## config.mk

```make
export PLATFORM = sky130hd
export DESIGN_NAME = uart_param_top
export DESIGN_NICKNAME = d
export VERILOG_FILES = /design/src/rtl/uart_param_top.sv
export SDC_FILE = /design/constraint.sdc
export NUM_CORES = 1
export LEC_CHECK = 0
export BUFFER_PORTS_ARGS = -buffer_cell sky130_fd_sc_hd__buf_2
export CAP_MARGIN = 20
export CORE_ASPECT_RATIO = 0.75
export CORE_MARGIN = 4
export CORE_UTILIZATION = 60
export CTS_BUF_LIST = sky130_fd_sc_hd__clkbuf_16
export CTS_CLUSTER_SIZE = 10
export DETAILED_ROUTE_END_ITERATION = 10
export PLACE_DENSITY = 0.8
export SLEW_MARGIN = 0
export SYNTH_ARGS = -nofsm -noshare
export SYNTH_HDL_FRONTEND = slang
export SYNTH_SLANG_ARGS = --single-unit
```

## constraint.sdc

```tcl
create_clock -name clk -period 3.79 [get_ports clk]
set_input_delay 0.379 -clock clk [delete_from_list [all_inputs] [get_ports clk]]
set_output_delay 0.379 -clock clk [all_outputs]
set_load 0.01 [all_outputs]
```

## src/rtl/uart_param_top.sv

```systemverilog
`timescale 1ns/1ps
// -----------------------------------------------------------------------------
// uart_param_top
//
// Parametrised UART core. It has a deterministic transmitter and a
// 16x-oversampled receiver with false-start rejection and frame/overrun error
// flags. A runtime loopback input routes the internal TX line into the
// receiver in place of the rxd pin.
//
// Optional feature macro: UART_PARITY_EN
//   defined   : a parity bit follows the data bits (even when PARITY_ODD=0,
//               odd when PARITY_ODD=1), and the receiver checks it.
//   undefined : no parity state exists; rx_parity_err is tied low.
//
// Parameters
//   CLK_FREQ   clock frequency in Hz
//   BAUD       line rate in bit/s; DIV = CLK_FREQ/(BAUD*16) must be >= 2
//   DATA_BITS  payload bits per frame, 5..8
//   PARITY_ODD 0 = even parity, 1 = odd parity (parity builds only)
//
// Ports
//   clk            system clock, rising edge
//   rst            asynchronous active-low reset
//   tx_data        word to transmit
//   tx_valid       transmit request
//   tx_ready       transmitter idle; the word is accepted on tx_valid&&tx_ready
//   rx_data        last received word
//   rx_valid       unread word present (sticky until rx_clr)
//   rx_clr         clears rx_valid and all RX error flags at the next edge
//   rx_frame_err   a stop bit was sampled low (sticky)
//   rx_parity_err  parity mismatch (sticky)
//   rx_overrun     a word completed while rx_valid was set (sticky)
//   loopback       1 = internal TX feeds RX, txd held high, rxd ignored
//   rxd            serial input, idles high
//   txd            serial output, idles high
// -----------------------------------------------------------------------------
module uart_param_top #(
    parameter int CLK_FREQ   = 100_000_000,
    parameter int BAUD       = 115_200,
    parameter int DATA_BITS  = 8,
    parameter int PARITY_ODD = 0
) (
    input  logic                 clk,
    input  logic                 rst,
    input  logic [DATA_BITS-1:0] tx_data,
    input  logic                 tx_valid,
    output logic                 tx_ready,
    output logic [DATA_BITS-1:0] rx_data,
    output logic                 rx_valid,
    input  logic                 rx_clr,
    output logic                 rx_frame_err,
    output logic                 rx_parity_err,
    output logic                 rx_overrun,
    input  logic                 loopback,
    input  logic                 rxd,
    output logic                 txd
);

    // One tick = DIV clocks; one bit = 16 ticks.
    localparam int                DIV      = CLK_FREQ / (BAUD * 16);
    localparam int                DIV_W    = (DIV > 1) ? $clog2(DIV) : 1;
    localparam logic [DIV_W-1:0]  DIV_LAST = DIV_W'(DIV - 1);
    localparam int                BIT_W    = $clog2(DATA_BITS);
    localparam logic [BIT_W-1:0]  BIT_LAST = BIT_W'(DATA_BITS - 1);

`ifdef UART_PARITY_EN
    localparam logic PAR_ODD = (PARITY_ODD != 0);

    typedef enum logic [2:0] {
        TX_IDLE, TX_START, TX_DATA, TX_PARITY, TX_STOP
    } tx_state_t;

    typedef enum logic [2:0] {
        RX_IDLE, RX_START, RX_DATA, RX_PARITY, RX_STOP
    } rx_state_t;
`else
    typedef enum logic [1:0] {
        TX_IDLE, TX_START, TX_DATA, TX_STOP
    } tx_state_t;

    typedef enum logic [1:0] {
        RX_IDLE, RX_START, RX_DATA, RX_STOP
    } rx_state_t;

    // PARITY_ODD has no effect without parity.
    logic w_unused_parity_odd;
    assign w_unused_parity_odd = (PARITY_ODD != 0);
`endif

    // =========================================================================
    // Transmitter
    // =========================================================================
    tx_state_t            r_tx_state, w_tx_state_next;
    logic [DIV_W-1:0]     r_tx_div,   w_tx_div_next;
    logic [3:0]           r_tx_tick,  w_tx_tick_next;
    logic [BIT_W-1:0]     r_tx_bit,   w_tx_bit_next;
    logic [DATA_BITS-1:0] r_tx_shift, w_tx_shift_next;
    logic                 r_txd,      w_txd_next;
    logic                 w_tx_bit_end;
`ifdef UART_PARITY_EN
    logic                 r_tx_par,   w_tx_par_next;
`endif

    // Last clock of the current bit: every TX state lasts exactly 16*DIV clocks.
    assign w_tx_bit_end = (r_tx_div == DIV_LAST) && (r_tx_tick == 4'hF);

    // NOTE: every signal driven here gets a default before the case statement,
    // so no path leaves it unassigned and no latch is inferred.
    always_comb begin
        w_tx_state_next = r_tx_state;
        w_tx_div_next   = (r_tx_div == DIV_LAST) ? '0 : r_tx_div + DIV_W'(1);
        w_tx_tick_next  = (r_tx_div == DIV_LAST) ? r_tx_tick + 4'd1 : r_tx_tick;
        w_tx_bit_next   = r_tx_bit;
        w_tx_shift_next = r_tx_shift;
        w_txd_next      = r_txd;
`ifdef UART_PARITY_EN
        w_tx_par_next   = r_tx_par;
`endif

        case (r_tx_state)
            TX_IDLE: begin
                // The divider is parked at zero so an accept restarts bit timing.
                w_tx_div_next  = '0;
                w_tx_tick_next = '0;
                w_txd_next     = 1'b1;
                if (tx_valid) begin
                    w_tx_state_next = TX_START;
                    w_tx_shift_next = tx_data;
                    w_tx_bit_next   = '0;
                    w_txd_next      = 1'b0;
`ifdef UART_PARITY_EN
                    w_tx_par_next   = (^tx_data) ^ PAR_ODD;
`endif
                end
            end

            TX_START: begin
                if (w_tx_bit_end) begin
                    w_tx_state_next = TX_DATA;
                    w_txd_next      = r_tx_shift[0];
                end
            end

            TX_DATA: begin
                if (w_tx_bit_end) begin
                    w_tx_shift_next = r_tx_shift >> 1;
                    if (r_tx_bit == BIT_LAST) begin
`ifdef UART_PARITY_EN
                        w_tx_state_next = TX_PARITY;
                        w_txd_next      = r_tx_par;
`else
                        w_tx_state_next = TX_STOP;
                        w_txd_next      = 1'b1;
`endif
                    end else begin
                        w_tx_bit_next = r_tx_bit + BIT_W'(1);
                        w_txd_next    = r_tx_shift[1];
                    end
                end
            end

`ifdef UART_PARITY_EN
            TX_PARITY: begin
                if (w_tx_bit_end) begin
                    w_tx_state_next = TX_STOP;
                    w_txd_next      = 1'b1;
                end
            end
`endif

            TX_STOP: begin
                if (w_tx_bit_end) begin
                    w_tx_state_next = TX_IDLE;
                    w_txd_next      = 1'b1;
                end
            end

            default: begin
                w_tx_state_next = TX_IDLE;
                w_txd_next      = 1'b1;
            end
        endcase
    end

    // NOTE: state registers use non-blocking assignments so every flop samples
    // the pre-edge values, independent of statement order.
    always_ff @(posedge clk or negedge rst) begin
        if (!rst) begin
            r_tx_state <= TX_IDLE;
            r_tx_div   <= '0;
            r_tx_tick  <= '0;
            r_tx_bit   <= '0;
            r_tx_shift <= '0;
            r_txd      <= 1'b1;
`ifdef UART_PARITY_EN
            r_tx_par   <= 1'b0;
`endif
        end else begin
            r_tx_state <= w_tx_state_next;
            r_tx_div   <= w_tx_div_next;
            r_tx_tick  <= w_tx_tick_next;
            r_tx_bit   <= w_tx_bit_next;
            r_tx_shift <= w_tx_shift_next;
            r_txd      <= w_txd_next;
`ifdef UART_PARITY_EN
            r_tx_par   <= w_tx_par_next;
`endif
        end
    end

    assign tx_ready = (r_tx_state == TX_IDLE);
    assign txd      = loopback ? 1'b1 : r_txd;

    // =========================================================================
    // Receiver
    // =========================================================================
    logic w_line_in;
    logic r_sync1, r_sync2;

    assign w_line_in = loopback ? r_txd : rxd;

    // NOTE: the synchroniser resets to the idle-high line level so that
    // leaving reset never looks like a start bit.
    always_ff @(posedge clk or negedge rst) begin
        if (!rst) begin
            r_sync1 <= 1'b1;
            r_sync2 <= 1'b1;
        end else begin
            r_sync1 <= w_line_in;
            r_sync2 <= r_sync1;
        end
    end

    rx_state_t            r_rx_state, w_rx_state_next;
    logic [DIV_W-1:0]     r_rx_div,   w_rx_div_next;
    logic [3:0]           r_rx_tick,  w_rx_tick_next;
    logic [BIT_W-1:0]     r_rx_bit,   w_rx_bit_next;
    logic [DATA_BITS-1:0] r_rx_shift, w_rx_shift_next;
    logic                 w_rx_tick;
    logic                 w_rx_bit_end;
    logic                 w_rx_done;
    logic                 w_rx_stop_bad;
`ifdef UART_PARITY_EN
    logic                 r_rx_par,   w_rx_par_next;
`endif

    assign w_rx_tick    = (r_rx_div == DIV_LAST);
    assign w_rx_bit_end = w_rx_tick && (r_rx_tick == 4'hF);

    always_comb begin
        w_rx_state_next = r_rx_state;
        w_rx_div_next   = w_rx_tick ? '0 : r_rx_div + DIV_W'(1);
        w_rx_tick_next  = w_rx_tick ? r_rx_tick + 4'd1 : r_rx_tick;
        w_rx_bit_next   = r_rx_bit;
        w_rx_shift_next = r_rx_shift;
        w_rx_done       = 1'b0;
        w_rx_stop_bad   = 1'b0;
`ifdef UART_PARITY_EN
        w_rx_par_next   = r_rx_par;
`endif

        case (r_rx_state)
            RX_IDLE: begin
                w_rx_div_next  = '0;
                w_rx_tick_next = '0;
                if (!r_sync2) begin
                    w_rx_state_next = RX_START;
                end
            end

            RX_START: begin
                // Eighth tick is mid start bit; a high line here was a glitch.
                if (w_rx_tick && (r_rx_tick == 4'd7)) begin
                    if (r_sync2) begin
                        w_rx_state_next = RX_IDLE;
                    end else begin
                        w_rx_state_next = RX_DATA;
                        w_rx_tick_next  = '0;
                        w_rx_bit_next   = '0;
                    end
                end
            end

            RX_DATA: begin
                // LSB arrives first, so shift in from the top.
                if (w_rx_bit_end) begin
                    w_rx_shift_next = {r_sync2, r_rx_shift[DATA_BITS-1:1]};
                    if (r_rx_bit == BIT_LAST) begin
`ifdef UART_PARITY_EN
                        w_rx_state_next = RX_PARITY;
`else
                        w_rx_state_next = RX_STOP;
`endif
                    end else begin
                        w_rx_bit_next = r_rx_bit + BIT_W'(1);
                    end
                end
            end

`ifdef UART_PARITY_EN
            RX_PARITY: begin
                if (w_rx_bit_end) begin
                    w_rx_par_next   = r_sync2;
                    w_rx_state_next = RX_STOP;
                end
            end
`endif

            RX_STOP: begin
                if (w_rx_bit_end) begin
                    w_rx_state_next = RX_IDLE;
                    w_rx_done       = 1'b1;
                    w_rx_stop_bad   = !r_sync2;
                end
            end

            default: begin
                w_rx_state_next = RX_IDLE;
            end
        endcase
    end

    always_ff @(posedge clk or negedge rst) begin
        if (!rst) begin
            r_rx_state <= RX_IDLE;
            r_rx_div   <= '0;
            r_rx_tick  <= '0;
            r_rx_bit   <= '0;
            r_rx_shift <= '0;
`ifdef UART_PARITY_EN
            r_rx_par   <= 1'b0;
`endif
        end else begin
            r_rx_state <= w_rx_state_next;
            r_rx_div   <= w_rx_div_next;
            r_rx_tick  <= w_rx_tick_next;
            r_rx_bit   <= w_rx_bit_next;
            r_rx_shift <= w_rx_shift_next;
`ifdef UART_PARITY_EN
            r_rx_par   <= w_rx_par_next;
`endif
        end
    end

    // -------------------------------------------------------------------------
    // Received word and sticky status. rx_clr clears first; a completing word
    // is then applied on top, so a simultaneous completion wins and its flags
    // describe only the new word.
    // -------------------------------------------------------------------------
    logic [DATA_BITS-1:0] r_rx_data, w_rx_data_next;
    logic                 r_rx_valid, w_rx_valid_next;
    logic                 r_rx_frame_err, w_rx_frame_err_next;
    logic                 r_rx_overrun, w_rx_overrun_next;
`ifdef UART_PARITY_EN
    logic                 r_rx_parity_err, w_rx_parity_err_next;
`endif

    always_comb begin
        w_rx_data_next      = r_rx_data;
        w_rx_valid_next     = r_rx_valid     & ~rx_clr;
        w_rx_frame_err_next = r_rx_frame_err & ~rx_clr;
        w_rx_overrun_next   = r_rx_overrun   & ~rx_clr;
`ifdef UART_PARITY_EN
        w_rx_parity_err_next = r_rx_parity_err & ~rx_clr;
`endif
        if (w_rx_done) begin
            w_rx_data_next      = r_rx_shift;
            w_rx_valid_next     = 1'b1;
            w_rx_frame_err_next = w_rx_frame_err_next | w_rx_stop_bad;
            w_rx_overrun_next   = w_rx_overrun_next | (r_rx_valid & ~rx_clr);
`ifdef UART_PARITY_EN
            w_rx_parity_err_next = w_rx_parity_err_next
                                 | (r_rx_par != ((^r_rx_shift) ^ PAR_ODD));
`endif
        end
    end

    always_ff @(posedge clk or negedge rst) begin
        if (!rst) begin
            r_rx_data      <= '0;
            r_rx_valid     <= 1'b0;
            r_rx_frame_err <= 1'b0;
            r_rx_overrun   <= 1'b0;
`ifdef UART_PARITY_EN
            r_rx_parity_err <= 1'b0;
`endif
        end else begin
            r_rx_data      <= w_rx_data_next;
            r_rx_valid     <= w_rx_valid_next;
            r_rx_frame_err <= w_rx_frame_err_next;
            r_rx_overrun   <= w_rx_overrun_next;
`ifdef UART_PARITY_EN
            r_rx_parity_err <= w_rx_parity_err_next;
`endif
        end
    end

    assign rx_data      = r_rx_data;
    assign rx_valid     = r_rx_valid;
    assign rx_frame_err = r_rx_frame_err;
    assign rx_overrun   = r_rx_overrun;
`ifdef UART_PARITY_EN
    assign rx_parity_err = r_rx_parity_err;
`else
    assign rx_parity_err = 1'b0;
`endif

endmodule
```

==> results of run 1 <==
## cell families (layout without fill, tap and decap cells)
group                    count (synthesis)  after routing  share of synthesized area (%)
XOR/XNOR                                15             15                           4.36
buffers and inverters                   22             53                           3.32
AO/OA/AOI/OAI                           45             45                           10.7
multiplexers                            14             14                           5.19
adder cells (fa/ha/maj)                 15             15                           6.23
AND/OR/NAND/NOR                        116            116                           20.2
flip-flops                              60             60                           49.9
other                                    1              1                          0.124
## report_power, final
part | leakage (nW) | switching [mW] | internal, mW | total [mW]
clock | 0.163 | 0.293 | 0.639 | 0.932
combinational | 0.815 | 0.0168 | 0.00758 | 0.0243
sequential | 0.772 | 0.00105 | 0.643 | 0.644
total | 1.75 | 0.311 | 1.29 | 1.60
## per-stage QoR
stage | area, um2 | power, mW
2_1_floorplan | 3010 | 0.659
3_3_place_gp | 3170 | 0.680
3_5_place_dp | 3170 | 0.681
4_1_cts | 3510 | 1.61
5_1_grt | 3510 | 1.65
6_report | 3510 | 1.60
## sequential cells by signal (all words and copies together) (netlist names), 2 cells and up, named ones only
signal	flops
r_rx_bit	3
r_tx_shift	8
r_tx_state	2
r_tx_tick	4
r_rx_tick	4
r_tx_div	6
r_rx_shift	8
r_tx_bit	3
rx_data	8
r_rx_div	6
## synthesized netlist by cell type (7+ instances only)
cell type                   n  area (um2)
sky130_fd_sc_hd__xor2_1    10        87.6
sky130_fd_sc_hd__a21oi_1   11        55.1
sky130_fd_sc_hd__nor2_1    33         124
sky130_fd_sc_hd__a221o_1    7        70.1
sky130_fd_sc_hd__inv_1      8        30.0
sky130_fd_sc_hd__a22o_1     9        78.8
sky130_fd_sc_hd__mux2_2    13         146
sky130_fd_sc_hd__ha_1      15         188
sky130_fd_sc_hd__nand2_1   31         116
sky130_fd_sc_hd__clkbuf_1   9        33.8
sky130_fd_sc_hd__nor2b_1    8        50.1
sky130_fd_sc_hd__dfrtp_1   57        1430
sky130_fd_sc_hd__nand3_1   12        60.1
## worst paths after layout
kind,start,endpoint,slack (ns),cells after the start
setup / recovery,r_tx_state[1],r_tx_shift[4],1.53,6
hold / removal,rst,r_tx_bit[0],0.12,1
setup reg to reg,r_tx_state[1],r_tx_shift[4],1.53,6
hold reg to reg,r_sync1,r_sync2,0.36,0
max in group asynchronous,rst,r_sync1,2.78,2
min in group clk,rx_clr,rx_overrun,0.24,2
## critical path: cells and delay by family, from the launching register on
family / cells / cell delay, ns
adders and majority gates: 1 / 0.43
buffers and inverters: 1 / 0.08
and+or+nand+nor: 2 / 0.89
DFF: 1 / 0.40
AOI/OAI and AO/OA: 2 / 0.39
## cell usage in the layout, fill, tap and decap left out, drive strengths merged, types with 2 or more instances in the layout
| master | instances |
|---|---|
| o22ai | 2 |
| nand2 | 31 |
| nor2b | 8 |
| or2 | 2 |
| inv | 8 |
| dfrtp | 57 |
| mux2 | 13 |
| a221o | 7 |
| a21oi | 11 |
| dfstp | 3 |
| clkbuf | 9 |
| buf | 29 |
| xor2 | 10 |
| a31oi | 2 |
| nor2 | 33 |
| nand4b | 4 |
| o21ai | 7 |
| and3 | 2 |
| nand2b | 3 |
| nor3 | 5 |
| ha | 15 |
| clkinv | 3 |
| bufinv | 3 |
| xnor2 | 5 |
| a22o | 9 |
| o2bb2ai | 2 |
| nand4 | 7 |
| nand3 | 12 |
| or3 | 2 |
| nand3b | 3 |
## area by class of cell
| class | count | area share, % |
|---|---|---|
| clock buffer | 9 | 6.41 |
| clock inverter | 7 | 3.28 |
| inverter | 8 | 0.855 |
| multi-input combinational | 206 | 40.1 |
| sequential | 60 | 42.9 |
| tap | 60 | 2.14 |
| timing repair buffer | 29 | 4.35 |
## routing by layer
metal,GRT usage (%),vias up,routed length [um]
met2,32.8,44,2760
met1,29.1,1066,2850
met5,0,-,0
met3,6.83,8,251
li1,-,1061,-
met4,6.12,0,70
==> results summary, run 1 <==
The placeable core region came out at approximately 4900 um2. The most used flip-flop cell after synthesis is sky130_fd_sc_hd__dfrtp_1. The source-to-sink clock delay at the later pin of the worst-skew pair came out at 0.33 ns.

The number of remaining DRC errors is 0. The capturing element type of the critical path is a flip-flop. The post-placement cell count is approximately 360. The post-DP HPWL came out at 3820 um. The number of antenna violations at the first check in global routing is 0. The share of flip-flops with an asynchronous set or reset after synthesis is 100%. The summed instance area of the synthesized netlist came out at between 3000 and 4000 um2. The setup TNS came out at 0 ns. The static leakage power is 1.75 nW. The average via count per standard cell came out at 5.75. The worst setup skew after layout came out at between 0.004 and 0.005 ns. The area growth from synthesis to layout came out at 16.5%. The total count of hold-check failures in the final report came out at 0. Hold timing on the final database bottoms out at a slack of around 0.12 ns. The post-detailed-route count of antenna-violating nets came out at 0. Setup repair after global routing left no endpoint under its margin. The total overflow reported by the global router came out at 0. The die outline width came out at around 90 um. Along the worst path, the maximum fanout reaches 21.

The count of flip-flops with a built-in enable after synthesis is 0. The final RePlAce weighted congestion came out at 0.800. Dividing the detail-routed wire length by the instance count gives 15.6 um. The number of hold buffers added after CTS came out at 0. The register clock-pin slew on the reported worst setup and hold paths came out at around 0.05 ns. The quantity of I/O buffers inserted on ports is 26. The fraction of layout instances using a drive strength above 1 is 21.0%. The number of nets in the synthesized netlist is between 300 and 400. Counting flops and latches in the post-synthesis netlist gives 60. The combined flip-flop and latch cell area is around 1500 um2. 0 antenna diodes ended up in the layout. The worst-path cell with the longest stage delay is sky130_fd_sc_hd__nor3_1.

Once layout is complete, the utilization of the core stands at slightly above 70%. For the pin with the worst max-slew slack, the measured transition is roughly 0.8 ns. The via count of the first global-routing pass came out at around 2200. Counting the fill cells in the layout gives about 320. The top-level port count came out at 28. From bottom edge to top edge, the die measures just under 70 um. In this run the post-CTS setup repair buffer count came out at 0. The data arrival time of the critical path came out at 2.52 ns. For this run, the number of Yosys warnings is 0. The maximum vdd ir drop came out at around 320 uV. The final worst-path cycle share came out at between 50% and 60%.

The signal on the critical path passes through inv_1 > ha_1 > nor2b_1 > nor3_1 > a22o_1 > a221o_1. The number of violations of the max-capacitance limit came out at 0. The share of the Yosys chip area taken by registers is 49.9%. The number of violations reported at the end of detailed-routing iteration 0 came out at between 150 and 200. The worst setup path is launched from a flip-flop. Synthesis instantiated 47 different standard cells from the library.

The power density over cell area came out at ~460 nW/um2. The headroom to the max-slew limit came out at a little under half. Setup violations remaining at the end of the flow were counted as 0.

The number of clock sinks is 60. In this run the mean area of a mapped cell was ~10 um2. The footprint of the multi-input gates is between 1000 and 1500 um2.

The placement row count came out at 22. The post-synthesis instance total came out at ~290. The run finished with clean final reports. The worst endpoint required time came out at roughly 4.1 ns. The clock period could shrink to around 2.3 ns. The final standard cell count with taps included and fillers excluded came out at roughly 380. The number of CTS-inserted buffers came out at 9. The count of pins over their slew limit came out at 0. Gates resized during post-CTS repair numbered 0.

Clock tree synthesis selected as its root buffer the cell sky130_fd_sc_hd__clkbuf_16. The total track usage came out at 21.3%. The worst path meets setup with roughly 1.5 ns of slack. TritonCTS built the clock tree. For this block, the routed nets add up to just under 6000 um of wire.

The setup path with the least slack is of type flip-flop to flip-flop. The pin count of the biggest net entering global routing came out at 35. For this block, the via count after detailed routing is roughly 2200.

Derived from the worst setup path, the maximum achievable clock frequency is around 0.44 GHz. The number of buffers between clock root and the deepest sink came out at 2. The placement-stage worst setup slack is between 1.5 and 2 ns. The initial core utilization came out at a little over 60%. The post-layout net count is 343. The min-delay analysis places its worst path in the category primary input to asynchronous set/reset pin. The number of levels in the clock H-tree is 3. The peak per-stage delay on the critical path is around 0.63 ns. The floorplan step defined a die boundary enclosing 6230 um2.

The global-route wire length before repair is between 10000 and 15000 um. The length of the first detailed-routing pass in iterations is 4.
Power figures use the tool's default switching activity.
==> run 2: changes to the inputs <==
--- a/config.mk
+++ b/config.mk
@@ -5,15 +5,16 @@
 export SDC_FILE = /design/constraint.sdc
 export NUM_CORES = 1
 export LEC_CHECK = 0
+export ABC_AREA = 1
 export BUFFER_PORTS_ARGS = -buffer_cell sky130_fd_sc_hd__buf_2
 export CAP_MARGIN = 20
 export CORE_ASPECT_RATIO = 0.75
 export CORE_MARGIN = 4
-export CORE_UTILIZATION = 60
+export CORE_UTILIZATION = 58
 export CTS_BUF_LIST = sky130_fd_sc_hd__clkbuf_16
 export CTS_CLUSTER_SIZE = 10
 export DETAILED_ROUTE_END_ITERATION = 10
-export PLACE_DENSITY = 0.8
+export PLACE_DENSITY = 0.78
 export SLEW_MARGIN = 0
 export SYNTH_ARGS = -nofsm -noshare
 export SYNTH_HDL_FRONTEND = slang
==> constraint.sdc (replaced) <==
create_clock -name clk -period 2.1 [get_ports clk]
set_input_delay 0.21 -clock clk [delete_from_list [all_inputs] [get_ports clk]]
set_output_delay 0.21 -clock clk [all_outputs]
set_load 0.01 [all_outputs]
==> results summary, run 2 <==
The CTS tree is yes. The register clock-pin slew on the reported worst setup and hold paths came out at 0.05 ns (about the same). The worst setup path is captured at a flip-flop. The average via count per standard cell is 4.97 (-13%). The fraction of met1 tracks used by global routing is 22.9% (-6.2 points).

The post-synthesis instance total is 314 (+9.0%). The power density over cell area came out at 1090 nW/um2 (+140%). The area growth from synthesis to layout came out at 16.8%. The internal cell power came out at 2.56 mW (+99%). By instance count, the cell type seen most on the critical path is sky130_fd_sc_hd__nor2_1. The leading cell type in the layout, fill and taps excluded is sky130_fd_sc_hd__nand2_1. The source-to-sink clock delay at the later pin of the worst-skew pair came out at 0.32 ns (about the same). The fraction of layout instances using a drive strength above 1 was 20.8% (-0.16 points). The initial core utilization is 59.8% (-2.1 points).

The number of violations reported at the end of detailed-routing iteration 0 is 106 (-42%). The number of remaining DRC errors came to 0 (unchanged). The number of buffers between clock root and the deepest sink is 2 (unchanged).

The count of pins over their slew limit is 0 (unchanged). The class of the tightest hold or removal check is primary input to flip-flop. The height of the die was 69.4 um (about the same). The placement row count was 22 (unchanged). The tree is rooted in a sky130_fd_sc_hd__clkbuf_16. The count of cells resized by post-cts repair was 0 (unchanged). The headroom to the max-slew limit came out at 63.1% (+18 points). The global-route wire length before repair came out at 9040 um (-15%).

The final worst-path setup slack came out at 0.294 ns (-1.23 ns). The portion of total power attributed to sequential cells came out at 38.9% (-1.4 points). The count of flip-flops with a built-in enable after synthesis came to 0 (unchanged). The instance area after placement came out at 3110 um2 (-2.1%). The number of warnings printed during yosys synthesis is 0 (unchanged). The total wire length after detailed routing is 4920 um (-17%). The top-area cell type share of the netlist area is 49.0% (+1.6 points). Summed over all instances, the cell type with the most area after synthesis is sky130_fd_sc_hd__dfrtp_1. The average cell area after synthesis came out at 9.28 um2 (-11%). The worst endpoint required time came out at 2.30 ns (-1.75 ns). The length of the first detailed-routing pass in iterations came out at 4 (unchanged). The placement-stage worst setup slack came to 0.318 ns (-1.33 ns).

The worst setup skew after layout is 0.00389 ns (-0.000131 ns). The beginning of the worst register-to-register path is r_tx_state[0]. The final RePlAce weighted congestion came to 0.816 (+2.0%). The via count of the first global-routing pass is 2083 (-5.9%).

The top-level port count is 28 (unchanged). The number of antenna violations at the first check in global routing is 0 (unchanged). Traced cell by cell, the critical path runs through inv_1 > ha_1 > inv_2 > nor2_1 > nor2_1 > nand2_2 > nand2_1 > o21ai_2. The post-detailed-route count of antenna-violating nets came to 0 (unchanged). The flow ran to the end, and the final reports show no timing, DRC or antenna violations. The number of clock sinks came out at 60 (unchanged). On the critical path the largest part of the delay comes from simple AND/OR/NAND/NOR gates. By area the synthesized netlist is led by sky130_fd_sc_hd__dfrtp_1, sky130_fd_sc_hd__nand2_1, sky130_fd_sc_hd__ha_1. The net load switching power is 1.15 mW (+270%). The fraction of power spent switching nets came to 30.9% (+11 points). The final critical-path required period is 1.81 ns (-0.459 ns). The worst-path cell with the longest stage delay is sky130_fd_sc_hd__dfrtp_1. The power share of the clock group is 37.1% (-21 points).

The pin count of the biggest net entering global routing was 38 (+8.6%). Among all flip-flop cells after synthesis, the most frequent one is sky130_fd_sc_hd__dfrtp_1. The number of levels in the clock H-tree came out at 3 (unchanged). The number of unique standard cell types used by synthesis is 31 (-34%). The data arrival time of the critical path is 2.01 ns (-0.51 ns). The setup TNS is 0 ns (unchanged). The routed wire length per instance is 11.9 um (-24%). The number of diodes added for antenna fixing is 0 (unchanged). The post-DP HPWL is 3530 um (-7.8%). The total overflow reported by the global router came out at 0 (unchanged). The maximum vdd ir drop was 825 uV (+160%). The placeable core region came out at 4870 um2 (unchanged). The number of CTS-inserted buffers came out at 9 (unchanged). The layer flagged by global routing as most heavily used is met2. The maximum achievable frequency is 0.554 GHz (+25%).

The actual slew at the worst max-slew pin came to 0.554 ns (-0.261 ns). The met2 layer usage reported by global route was 28.6% (-4.2 points). The worst setup path is launched from a flip-flop. The category of the critical setup timing path is flip-flop to flip-flop. The total count of hold-check failures in the final report was 0 (unchanged).

The static leakage power is 1.71 nW (-2.5%). The critical path startpoint is r_tx_state[0]. The peak per-stage delay on the critical path came out at 0.37 ns (-0.26 ns). The most common cell in the synthesized netlist is sky130_fd_sc_hd__nand2_1. The met3 global-route usage came out at 6.83% (unchanged).

The quantity of I/O buffers inserted on ports came out at 26 (unchanged). The summed instance area of the synthesized netlist came out at 2910 um2 (-3.4%). The final worst-path cycle share is 86.0% (+26 points).

The number of synthesized register bits came out at 60 (unchanged). The share of flip-flops with an asynchronous set or reset after synthesis is 100% (unchanged). The post-layout instance area is 3400 um2 (-3.1%). The detailed-route via count is 2064 (-5.3%).

The hold path startpoint is tx_data[7]. The proportion of power drawn by combinational gates is 24.0% (+22 points). The number of endpoints failing setup at the final stage came out at 0 (unchanged). The die area came out at 6230 um2 (about the same). The maximum fanout along the worst path came out at 16 (-24%).

In the layout the commonest cells are sky130_fd_sc_hd__nand2_1, sky130_fd_sc_hd__dfrtp_1, sky130_fd_sc_hd__inv_1, sky130_fd_sc_hd__nor2_1, sky130_fd_sc_hd__buf_2. The total track usage came out at 18.0% (-3.3 points). The post-layout net count is 379 (+10%). The number of buffers and inverters on the critical path came to 2 (+1).

Setup repair after global routing left no endpoint under its margin. The die outline width is 89.8 um (about the same). In the synthesized netlist, the cells that appear most often are sky130_fd_sc_hd__nand2_1, sky130_fd_sc_hd__dfrtp_1, sky130_fd_sc_hd__inv_1, sky130_fd_sc_hd__nor2_1, sky130_fd_sc_hd__nand3_1. The number of violations of the max-capacitance limit is 0 (unchanged). The net count after synthesis came to 343 (+8.2%). The sequential share of the synthesized area came out at 51.7% (+1.7 points).
==> run 2: final cells by class <==
| type | instances | area (um2) |
|---|---|---|
| fill | 389 | 1470 |
| sequential | 60 | 1510 |
| multi-input combinational | 213 | 1220 |
| clock inverter | 7 | 60.1 |
| tap | 60 | 75.1 |
| timing repair buffer | 31 | 183 |
| inverter | 35 | 131 |
| clock buffer | 9 | 225 |
==> run 2: tightest hold or removal path, stage by stage <==
cell and delay, ns:
sky130_fd_sc_hd__buf_2 0.10, sky130_fd_sc_hd__nand2_1 0.07, sky130_fd_sc_hd__o21ai_2 0.05
==> run 2: timing repair <==
item                                    in CTS  in global routing
hold buffers                                 1                  0
hold endpoints to repair                    23                  0
setup buffers                                0                  0
endpoints found under the setup margin       0                  0
==> run 2: logic make-up (layout without fill, tap and decap cells) <==
family          Yosys count  count (layout)  share of synthesized area (%)
simple gates            141             141                           22.4
flops                    60              60                           51.7
compound gates           44              44                           9.15
buf+inv                  41              82                           6.36
fa+ha+maj                15              15                           6.44
xor+xnor                  6               6                           1.80
mux                       6               6                           2.06
other cells               1               1                          0.129
==> run 2: power by group through the flow <==
stage / sequential (mW) / clock [mW] / combinational (mW)
after floorplan: 1.44 / 0 / 0.736
after global placement: 1.46 / 0 / 0.860
after detailed placement: 1.46 / 0 / 0.892
after CTS: 1.44 / 1.41 / 0.901
after global routing: 1.46 / 1.48 / 1.04
final: 1.44 / 1.37 / 0.891
==> run 2: layer usage <==
layer / part of all wire, % / up-vias
met5: 0 / -
met2: 46 / 22
met4: 1.2 / 0
met1: 49 / 947
met3: 3.5 / 7
li1: - / 1088
==> run 2: stage by stage <==
| stage | power, mW | hold WS, ns | utilization, % | std cells |
|---|---|---|---|---|
| 3_5_place_dp | 2.35 | 0.228 | 63.8 | 398 |
| 3_3_place_gp | 2.32 | 0.231 | 63.8 | 398 |
| 5_1_grt | 3.98 | 0.166 | 69.8 | 415 |
| 6_report | 3.71 | 0.153 | 69.8 | 415 |
| 2_1_floorplan | 2.17 | -0.0856 | - | 314 |
| 4_1_cts | 3.76 | 0.146 | 69.8 | 415 |
==> run 2: path summary, 6_finish.rpt <==
check / to / slack [ns] / cells past startpoint
worst max-delay path: r_tx_shift[0] / 0.29 / 8
worst min-delay path: r_tx_shift[7] / 0.15 / 3
worst max register to register: r_tx_shift[0] / 0.29 / 8
worst min register to register: r_sync2 / 0.35 / 0
max in group asynchronous: r_sync1 / 1.04 / 3
min in group asynchronous: rx_data[3] / 0.41 / 2
